$ cat src/rtl/ppc_types.sv
// ppc_types: shared player state encoding and default instruction width.
package ppc_types;
    localparam int PPC_INSTR_WIDTH = 32;
    typedef enum logic {IDLE, PLAY} player_state_t;
endpackage

$ cat src/rtl/ppc_instr_player_if.sv
// ppc_instr_player_if: instruction stream handshake between player and core.
// Ports: instruction_valid/instruction driven by the player (master),
//        instruction_ready driven by the consuming core (slave).
interface ppc_instr_player_if #(parameter int INSTR_WIDTH = 32);
    logic                   instruction_valid;
    logic                   instruction_ready;
    logic [0:INSTR_WIDTH-1] instruction;
    modport master (output instruction_valid, output instruction, input instruction_ready);
    modport slave  (input instruction_valid, input instruction, output instruction_ready);
endinterface

$ cat src/rtl/ppc_instr_mem.sv
// ppc_instr_mem: DEPTH x WIDTH program store, one sync write port, one async read port.
// Ports: clk, we/waddr/wdata (write at rising edge), raddr/rdata (combinational read).
module ppc_instr_mem #(
    parameter int DEPTH = 16,
    parameter int WIDTH = 32,
    localparam int AW = $clog2(DEPTH)
) (
    input  logic             clk,
    input  logic             we,
    input  logic [AW-1:0]    waddr,
    input  logic [WIDTH-1:0] wdata,
    input  logic [AW-1:0]    raddr,
    output logic [WIDTH-1:0] rdata
);
    logic [WIDTH-1:0] mem [DEPTH];

    always_ff @(posedge clk) begin
        if (we) mem[waddr] <= wdata;
    end

    assign rdata = mem[raddr];
endmodule

$ cat src/rtl/ppc_instr_player.sv
// ppc_instr_player: plays a loaded instruction program out over a valid/ready stream.
// Ports: clk, rst (sync, active-low); load_valid/load_addr/load_data write program
//        memory while idle; length/loop_mode sampled at start; start/stop control;
//        bus (master) carries instruction_valid/instruction/instruction_ready;
//        busy, done (one-cycle pulse at playback end), issued_count (handshakes).
module ppc_instr_player import ppc_types::*; #(
    parameter int DEPTH = 16,
    parameter int INSTR_WIDTH = PPC_INSTR_WIDTH,
    localparam int AW = $clog2(DEPTH)
) (
    input  logic                   clk,
    input  logic                   rst,
    input  logic                   load_valid,
    input  logic [AW-1:0]          load_addr,
    input  logic [INSTR_WIDTH-1:0] load_data,
    input  logic [AW:0]            length,
    input  logic                   loop_mode,
    input  logic                   start,
    input  logic                   stop,
    ppc_instr_player_if.master     bus,
    output logic                   busy,
    output logic                   done,
    output logic [31:0]            issued_count
);
    player_state_t          state;
    logic [AW-1:0]          ptr;
    logic [AW:0]            len_q;
    logic                   loop_q;
    logic                   stop_pend;
    logic [INSTR_WIDTH-1:0] rd_data;
    logic [AW-1:0]          nxt;
    logic                   hs;
    logic                   last;
    logic                   end_pass;

    assign hs       = bus.instruction_valid && bus.instruction_ready;
    assign last     = {1'b0, ptr} == len_q - 1'b1;
    assign nxt      = last ? '0 : ptr + 1'b1;
    assign end_pass = stop || stop_pend || (last && !loop_q);
    assign busy     = state == PLAY;

    // Read address looks one word ahead so the next word can be registered
    // at the handshake edge; in IDLE it points at entry 0 for the start edge.
    ppc_instr_mem #(.DEPTH(DEPTH), .WIDTH(INSTR_WIDTH)) u_mem (
        .clk   (clk),
        .we    (load_valid && state == IDLE && !start),
        .waddr (load_addr),
        .wdata (load_data),
        .raddr (state == IDLE ? '0 : nxt),
        .rdata (rd_data)
    );

    always_ff @(posedge clk) begin
        if (!rst) begin
            state                 <= IDLE;
            bus.instruction_valid <= 1'b0;
            bus.instruction       <= '0;
            done                  <= 1'b0;
            issued_count          <= '0;
            stop_pend             <= 1'b0;
            ptr                   <= '0;
            len_q                 <= '0;
            loop_q                <= 1'b0;
        end else begin
            done <= 1'b0;
            if (state == IDLE) begin
                if (start) begin
                    issued_count <= '0;
                    stop_pend    <= 1'b0;
                    ptr          <= '0;
                    len_q        <= length;
                    loop_q       <= loop_mode;
                    if (length != '0) begin
                        state                 <= PLAY;
                        bus.instruction_valid <= 1'b1;
                        bus.instruction       <= rd_data;
                    end else begin
                        done <= 1'b1;
                    end
                end
            end else if (hs) begin
                issued_count <= issued_count + 32'd1;
                if (end_pass) begin
                    state                 <= IDLE;
                    bus.instruction_valid <= 1'b0;
                    bus.instruction       <= '0;
                    done                  <= 1'b1;
                    stop_pend             <= 1'b0;
                end else begin
                    ptr             <= nxt;
                    bus.instruction <= rd_data;
                end
            end else if (stop) begin
                stop_pend <= 1'b1;
            end
        end
    end
endmodule
$ cat src/flat_wrapper.sv
// flat-port wrapper written by rule: the top's interface ports become plain ports
module ppc_instr_player_flat import ppc_types::*;
#(
    parameter int DEPTH = 16,
    parameter int INSTR_WIDTH = PPC_INSTR_WIDTH,
    localparam int AW = $clog2(DEPTH)
)
  (clk, rst, load_valid, load_addr, load_data, length, loop_mode, start, stop, busy, done, issued_count, bus_instruction_valid, bus_instruction, bus_instruction_ready);
  ppc_instr_player_if #(.INSTR_WIDTH(INSTR_WIDTH)) bus_i ();
  input  logic clk;
  input  logic rst;
  input  logic load_valid;
  input  logic [AW-1:0] load_addr;
  input  logic [INSTR_WIDTH-1:0] load_data;
  input  logic [AW:0] length;
  input  logic loop_mode;
  input  logic start;
  input  logic stop;
  output logic busy;
  output logic done;
  output logic [31:0] issued_count;
  output wire logic [$bits(bus_i.instruction_valid)-1:0] bus_instruction_valid;
  output wire logic [$bits(bus_i.instruction)-1:0] bus_instruction;
  input wire logic [$bits(bus_i.instruction_ready)-1:0] bus_instruction_ready;
  assign bus_instruction_valid = bus_i.instruction_valid;
  assign bus_instruction = bus_i.instruction;
  assign bus_i.instruction_ready = bus_instruction_ready;
  ppc_instr_player #(.DEPTH(DEPTH), .INSTR_WIDTH(INSTR_WIDTH)) u_core (.clk(clk), .rst(rst), .load_valid(load_valid), .load_addr(load_addr), .load_data(load_data), .length(length), .loop_mode(loop_mode), .start(start), .stop(stop), .bus(bus_i), .busy(busy), .done(done), .issued_count(issued_count));
endmodule
$ cat config.mk
export PLATFORM = sky130hd
export DESIGN_NAME = ppc_instr_player_flat
export DESIGN_NICKNAME = d
export VERILOG_FILES = /design/src/rtl/ppc_types.sv /design/src/rtl/ppc_instr_player_if.sv /design/src/rtl/ppc_instr_mem.sv /design/src/rtl/ppc_instr_player.sv /design/src/flat_wrapper.sv
export SDC_FILE = /design/constraint.sdc
export NUM_CORES = 1
export LEC_CHECK = 0
export CORE_UTILIZATION = 60
export CTS_CLUSTER_DIAMETER = 40
export DETAILED_ROUTE_END_ITERATION = 12
export PLACE_DENSITY = 0.89
export SETUP_SLACK_MARGIN = 0.4
export SLEW_MARGIN = 15
export SYNTH_ARGS = -nofsm -noshare
export SYNTH_HDL_FRONTEND = slang
export SYNTH_SLANG_ARGS = --single-unit
$ cat constraint.sdc
create_clock -name clk -period 4.4 [get_ports clk]
set_input_delay 0.88 -clock clk [delete_from_list [all_inputs] [get_ports clk]]
set_output_delay 0.88 -clock clk [all_outputs]
set_load 0.02 [all_outputs]
# Word-level counts from Yosys, hierarchy flattened
# Memories as Yosys holds them, arrays and structs flattened.
# Cells that the tools add are included.
[word_totals]
reg_bits = 78
mem_count = 1
out_inout_bits = 67
elab_cells = 72
mem_bits_rw = 512
[mem_list]
columns = ["memory", "depth", "word_bits", "rd", "rd_ports_with_merged_regs", "write_ports", "line_no", "source"]
rows = [
  ["u_core.u_mem.mem", 16, 32, 1, 0, 1, "ppc_instr_mem.sv:15", "logic [WIDTH-1:0] mem [DEPTH];"],
]
[op_classes]
addsub = 3
mux = 35
bitwise = 1
n_reduce_logical = 17
eq_ne = 6
[op_table]
columns = ["op", "n"]
rows = [
  ["32-bit two-way mux", 8],
  ["32-bit by 1-bit adder with 32-bit output, second input constant", 1],
  ["4-bit two-way mux", 6],
  ["1-bit two-way mux", 21],
  ["3-bit AND reduction", 3],
  ["2-bit inequality test, second input constant", 3],
  ["3-bit inequality test, second input constant", 2],
  ["4-bit by 5-bit == test with 1-bit output", 1],
  ["5-bit nonzero test", 1],
  ["5-bit by 1-bit subtractor with 5-bit output, second input constant", 1],
  ["4-bit by 1-bit adder with 4-bit output, second input constant", 1],
  ["1-bit logical AND", 4],
  ["2-bit AND reduction", 2],
  ["4-bit AND reduction", 1],
  ["2-bit nonzero test", 2],
  ["1-bit logical NOT", 2],
  ["1-bit logical OR", 2],
  ["1-bit inverter", 1],
]

# Depth between registers and ports, before layout
# An unclocked memory read counts as a cell.
[logic_depth]
ltp_word = 8
ltp_mapped = 12
mapped_depth_nobuf = 9

# Modules after synthesis
# A second synthesis with hierarchy kept.
[hier_totals]
hier_cells = 1181
hier_area_um2 = 22591.7
[by_module_without_submodules]
columns = ["module", "cells_each", "n_inst", "area_per_inst_um2"]
rows = [
  ["ppc_instr_mem", 806, 1, 19194.7],
  ["ppc_instr_player", 375, 1, 3397.0],
]

# Worst setup path before layout
# No wires, ideal clock.
[synth_path]
kind = "input port to flip-flop"
from = "input port start"
to = "memory u_core.u_mem.mem[0][0] (enable)"
setup_slack_ns = 0.293
t_required_ns = 3.939
arrival_time_ns = 3.645
setup_ns = 0.461
path_stages = 4
path_cell_list = "nor2_1 -> nand2_1 -> or3_1 -> nor3_1"
[synth_between]
elab_chain_len = 4
[synth_lines]
columns = ["element", "line_no", "source"]
rows = [
  ["from (decl)", "flat_wrapper.sv:17", "input logic start;"],
  ["1-bit logical NOT", "ppc_instr_player.sv:46", ".we (load_valid && state == IDLE && !start),"],
  ["1-bit logical AND", "ppc_instr_player.sv:46", ""],
  ["1-bit two-way mux", "ppc_instr_mem.sv:18", "if (we) mem[waddr] <= wdata;"],
  ["1-bit two-way mux (not written as such)", "ppc_instr_mem.sv:18", ""],
  ["to (decl)", "ppc_instr_mem.sv:15", ""],
]
# No other way between the ends.

# Worst setup path after layout
[layout_path]
from = "register u_core.len_q[0]"
to = "register u_core.bus.instruction[29]"
[layout_between]
elab_chain_len = 8
elab_cells_between_ends = 12
classes_between = "add/sub: 1; eq/ne: 1; mux: 7; reduce/logical: 2; memory: 1"
[layout_lines]
columns = ["element", "line_no", "source"]
rows = [
  ["from (decl)", "ppc_instr_player.sv:27", "logic [AW:0] len_q;"],
  ["from (signal assigned)", "ppc_instr_player.sv:71", "len_q <= length;"],
  ["5-bit by 1-bit subtractor with 5-bit output (*)", "ppc_instr_player.sv:37", "assign last = {1'b0, ptr} == len_q - 1'b1;"],
  ["4-bit by 5-bit == test with 1-bit output (*)", "ppc_instr_player.sv:37", ""],
  ["4-bit two-way mux", "ppc_instr_player.sv:38", "assign nxt = last ? '0 : ptr + 1'b1;"],
  ["4-bit two-way mux", "ppc_instr_player.sv:49", ".raddr (state == IDLE ? '0 : nxt),"],
  ["memory read 16 x 32 bit", "--", ""],
  ["32-bit two-way mux (on tied branches)", "ppc_instr_player.sv:73, ppc_instr_player.sv:83", ""],
  ["32-bit two-way mux (on tied branches)", "ppc_instr_player.sv:67, ppc_instr_player.sv:81", ""],
  ["32-bit two-way mux (*)", "ppc_instr_player.sv:66", "if (state == IDLE) begin"],
  ["to (signal assigned)", "ppc_instr_player.sv:76", "bus.instruction <= rd_data;"],
  ["to (signal assigned)", "ppc_instr_player.sv:91", "bus.instruction <= rd_data;"],
  ["to (decl)", "ppc_instr_player_if.sv:8", "modport master (output instruction_valid, output instruction, input instruction_ready);"],
]
# Every way passes the cells marked *; elsewhere a longest branch is shown, timed or not. The select of a mux whose other input is x is not followed.
# A chain may end at the register's enable or synchronous reset.

==> flow_summary.toml <==
[finish]
ff_latch_area_um2 = 16900
area_growth_pct = 16.3
drive_gt1_share_pct = 15.7
multi_input_area_um2 = 6650
fill_cells = 2210
postLayoutCoreUtil_pct = 71.5
antenna_cells = 0
nets = 1715

[synthesis]
synthArstFlopShare_pct = 0
ys_ff_latch = 590
seq_area_frac_synth_pct = 70.7
synthCells = 1558
synth_most_common_cell = "edfxtp_1"
netlist_top_cells_count = "512 x edfxtp_1, 82 x nor2_1, 78 x dfxtp_1"
synth_edf_count = 512
avgSynthCellArea_um2 = 15.4
synth_area_leaders = "edfxtp_1 64%, dfxtp_1 6.5%, mux2_2 2.9%, mux4_2 2.9%, mux2i_1 2.8%"
netlist.area_leader.share_pct = 64.2
yosys_warnings = 0
synth_area_leader_cell = "edfxtp_1"
synthDistinctLibCells = 56
ys.flop_type = "edfxtp_1"
netlist_area_um2 = 24000
synthesis.nets = 1609

[grt]
grt_pass1_wl_mm = 95.6
first_global_vias = 15900
overflow = 0
grt_max_degree = 82
track_usage_pct = 31.5
antenna_found_initial = 0

[critical_path]
critical_path.max_fanout = 63
slowest_delay_ns = 0.70
critical_path_class = "reg -> reg"
crit_path_start_kind = "flop"
crit_path_start = "u_core.len_q[0]"
endpoint_kind = "flop"
cp.required_ns = 4.87
critical_path_arrival_ns = 3.96
slowest_stage = "nand2_4"
cpMostUsedCell = "o32ai_1"
timing.rr.start = "u_core.len_q[0]"
crit_path_cell_trace = "inv_1, ha_1, xor2_1, o32ai_1, o211ai_4, nand2_4, o32ai_1, o211ai_1, o2111a_1"

[detailed_routing]
first_iter_violations = 2290
routedWlPerCell_um = 28.6
wirelength_mm = 64.0
first_pass_iters = 7
num_vias = 15700
avgViaCountPerCell = 7.04
route.detailed.drc = 0
ant_nets = 0

[floorplan]
placement_rows = 72
core_area_um2 = 39000
die_h_um = 202
initial_utilization_pct = 61.4
ioPinCount = 115
die_area_um2 = 40700
die_x_um = 202

[clock_network]
cts_tree = "built"
cts-root-buf = "clkbuf_16"
cts_setup_buffers = 0
cts.sinks = 590
clk_pin_slew_ns = 0.06
htree_levels = 3
cts_buffers = 66
worstSkewPairLatency_ns = 0.61
cts_buffer_depth = 3
cts_resized = 0
hold_buffers = 0

[timing]
finalHoldViolCount = 0
setup_viol = 0
tns_ns = 0
period_share_pct = 79.3
slew_headroom_pct = 25.9
drv_slew = 0
post-route-min-period_ns = 3.49
skew_ns = 0.0262
worst_pin_slew_ns = 1.11
max_freq_mhz = 286
rsz0062_at_grt = "no"

[power]
worst_ir_drop_vdd_mv = 0.275
switching_share_pct = 22.4
power_frac_seq_pct = 50.7
clockPowerShare_pct = 44.0
power_switching_mw = 2.74
p_per_area_nw_per_um2 = 439
power_frac_comb_pct = 5.3
leakagePower_nw = 8.51
internal_power_mw = 9.49

[hold_path]
hp-class = "reg -> reg"
min_from = "u_core.loop_q"

[placed_design]
numPortBuffers = 114
post-dp-hpwl_mm = 32.8
gp_congestion = 0.822

[outcome]
status = "complete, no violations"

[flow_run]
maxCapViolations = 0
## flip-flops by register name, summed over array words and instances (netlist names)
register and flops:
u_core.u_mem.mem 512, u_core.bus.instruction 32, u_core.issued_count 32, u_core.len_q 5, u_core.ptr 4, u_core.bus.instruction_valid 1
u_core.busy 1, u_core.done 1, u_core.loop_q 1, u_core.stop_pend 1
## worst max-delay path, delay by kind of cell, from the launching register on
family          cells  cell delay [ns]
flops               1             0.40
fa+ha+maj           1             0.25
compound gates      5             1.77
simple gates        1             0.70
xor+xnor            1             0.14
buf+inv             1             0.07
## cells in the final DEF, fill, tap and decap left out, drive strengths merged, types with 3 or more instances in the layout
cell type / n
edfxtp: 512
clkdlybuf4s50: 114
nor2: 84
clkbuf: 80
nand2: 79
dfxtp: 78
mux2i: 66
mux2: 62
o22ai: 62
a21oi: 56
buf: 41
nor3: 39
nand2b: 36
and2: 34
o211ai: 33
o32ai: 32
o2111ai: 32
mux4: 31
a41oi: 31
a211oi: 31
o2111a: 31
xor2: 21
clkinv: 20
nand3: 15
o21ai: 14
inv: 13
xnor2: 11
or3: 9
clkinvlp: 8
nand4: 7
and3: 6
bufinv: 4
nor2b: 3
nand4b: 3
ha: 3
## power by group through the flow
stage	Combinational (mW)	Sequential [mW]	Clock, mW
finish	0.648	6.20	5.38
global route	0.676	6.21	5.61
CTS	0.635	6.20	5.39
detailed placement	0.622	6.32	0
global placement	0.592	6.31	0
floorplan	0.334	6.31	0
## cells by family (layout without fill, tap and decap cells)
kind of cell | after synthesis | after routing | share of synthesized area [%]
adder cells (fa/ha/maj) | 3 | 3 | 0.157
buffers and inverters | 122 | 280 | 2.31
XOR/XNOR | 32 | 32 | 1.23
AND/OR/NAND/NOR | 323 | 323 | 6.65
AO/OA/AOI/OAI | 329 | 329 | 10.4
multiplexers | 159 | 159 | 8.58
flip-flops | 590 | 590 | 70.7
## stage by stage
stage | cell area [um2] | setup slack, ns | total power [mW] | hold WS, ns | instances
finish | 27900 | 0.909 | 12.2 | 0.472 | 2234
global route | 27900 | 0.870 | 12.5 | 0.498 | 2234
CTS | 27900 | 1.02 | 12.2 | 0.470 | 2234
detailed placement | 25700 | 0.994 | 6.94 | 0.453 | 2114
global placement | 25700 | 1.19 | 6.90 | 0.461 | 2114
floorplan | 24000 | 0.485 | 6.64 | 0.436 | 1558
## path summary, 6_finish.rpt
check | endpoint | slack (ns) | cells after the start
max | u_core.bus.instruction[29] | 0.91 | 9
min | u_core.loop_q | 0.47 | 2
max reg2reg | u_core.bus.instruction[29] | 0.91 | 9
min reg2reg | u_core.loop_q | 0.47 | 2
## layer usage
metal | part of all wire [%] | vias up | track usage [%]
li1 | - | 6438 | -
met1 | 36 | 7686 | 40.6
met2 | 48 | 1353 | 50.8
met3 | 12 | 241 | 7.34
met4 | 4.4 | 0 | 15.2
met5 | 0 | - | 0
## area by class of cell
cell class                      count  area share (%)
Sequential cell                   590            60.8
Multi-Input combinational cell    846            23.9
Clock buffer                       80            6.30
Timing Repair Buffer              155            5.33
Tap cell                          518            2.33
Clock inverter                     40            1.32
Inverter                            5          0.0673
(Power assumes the default switching activity.)
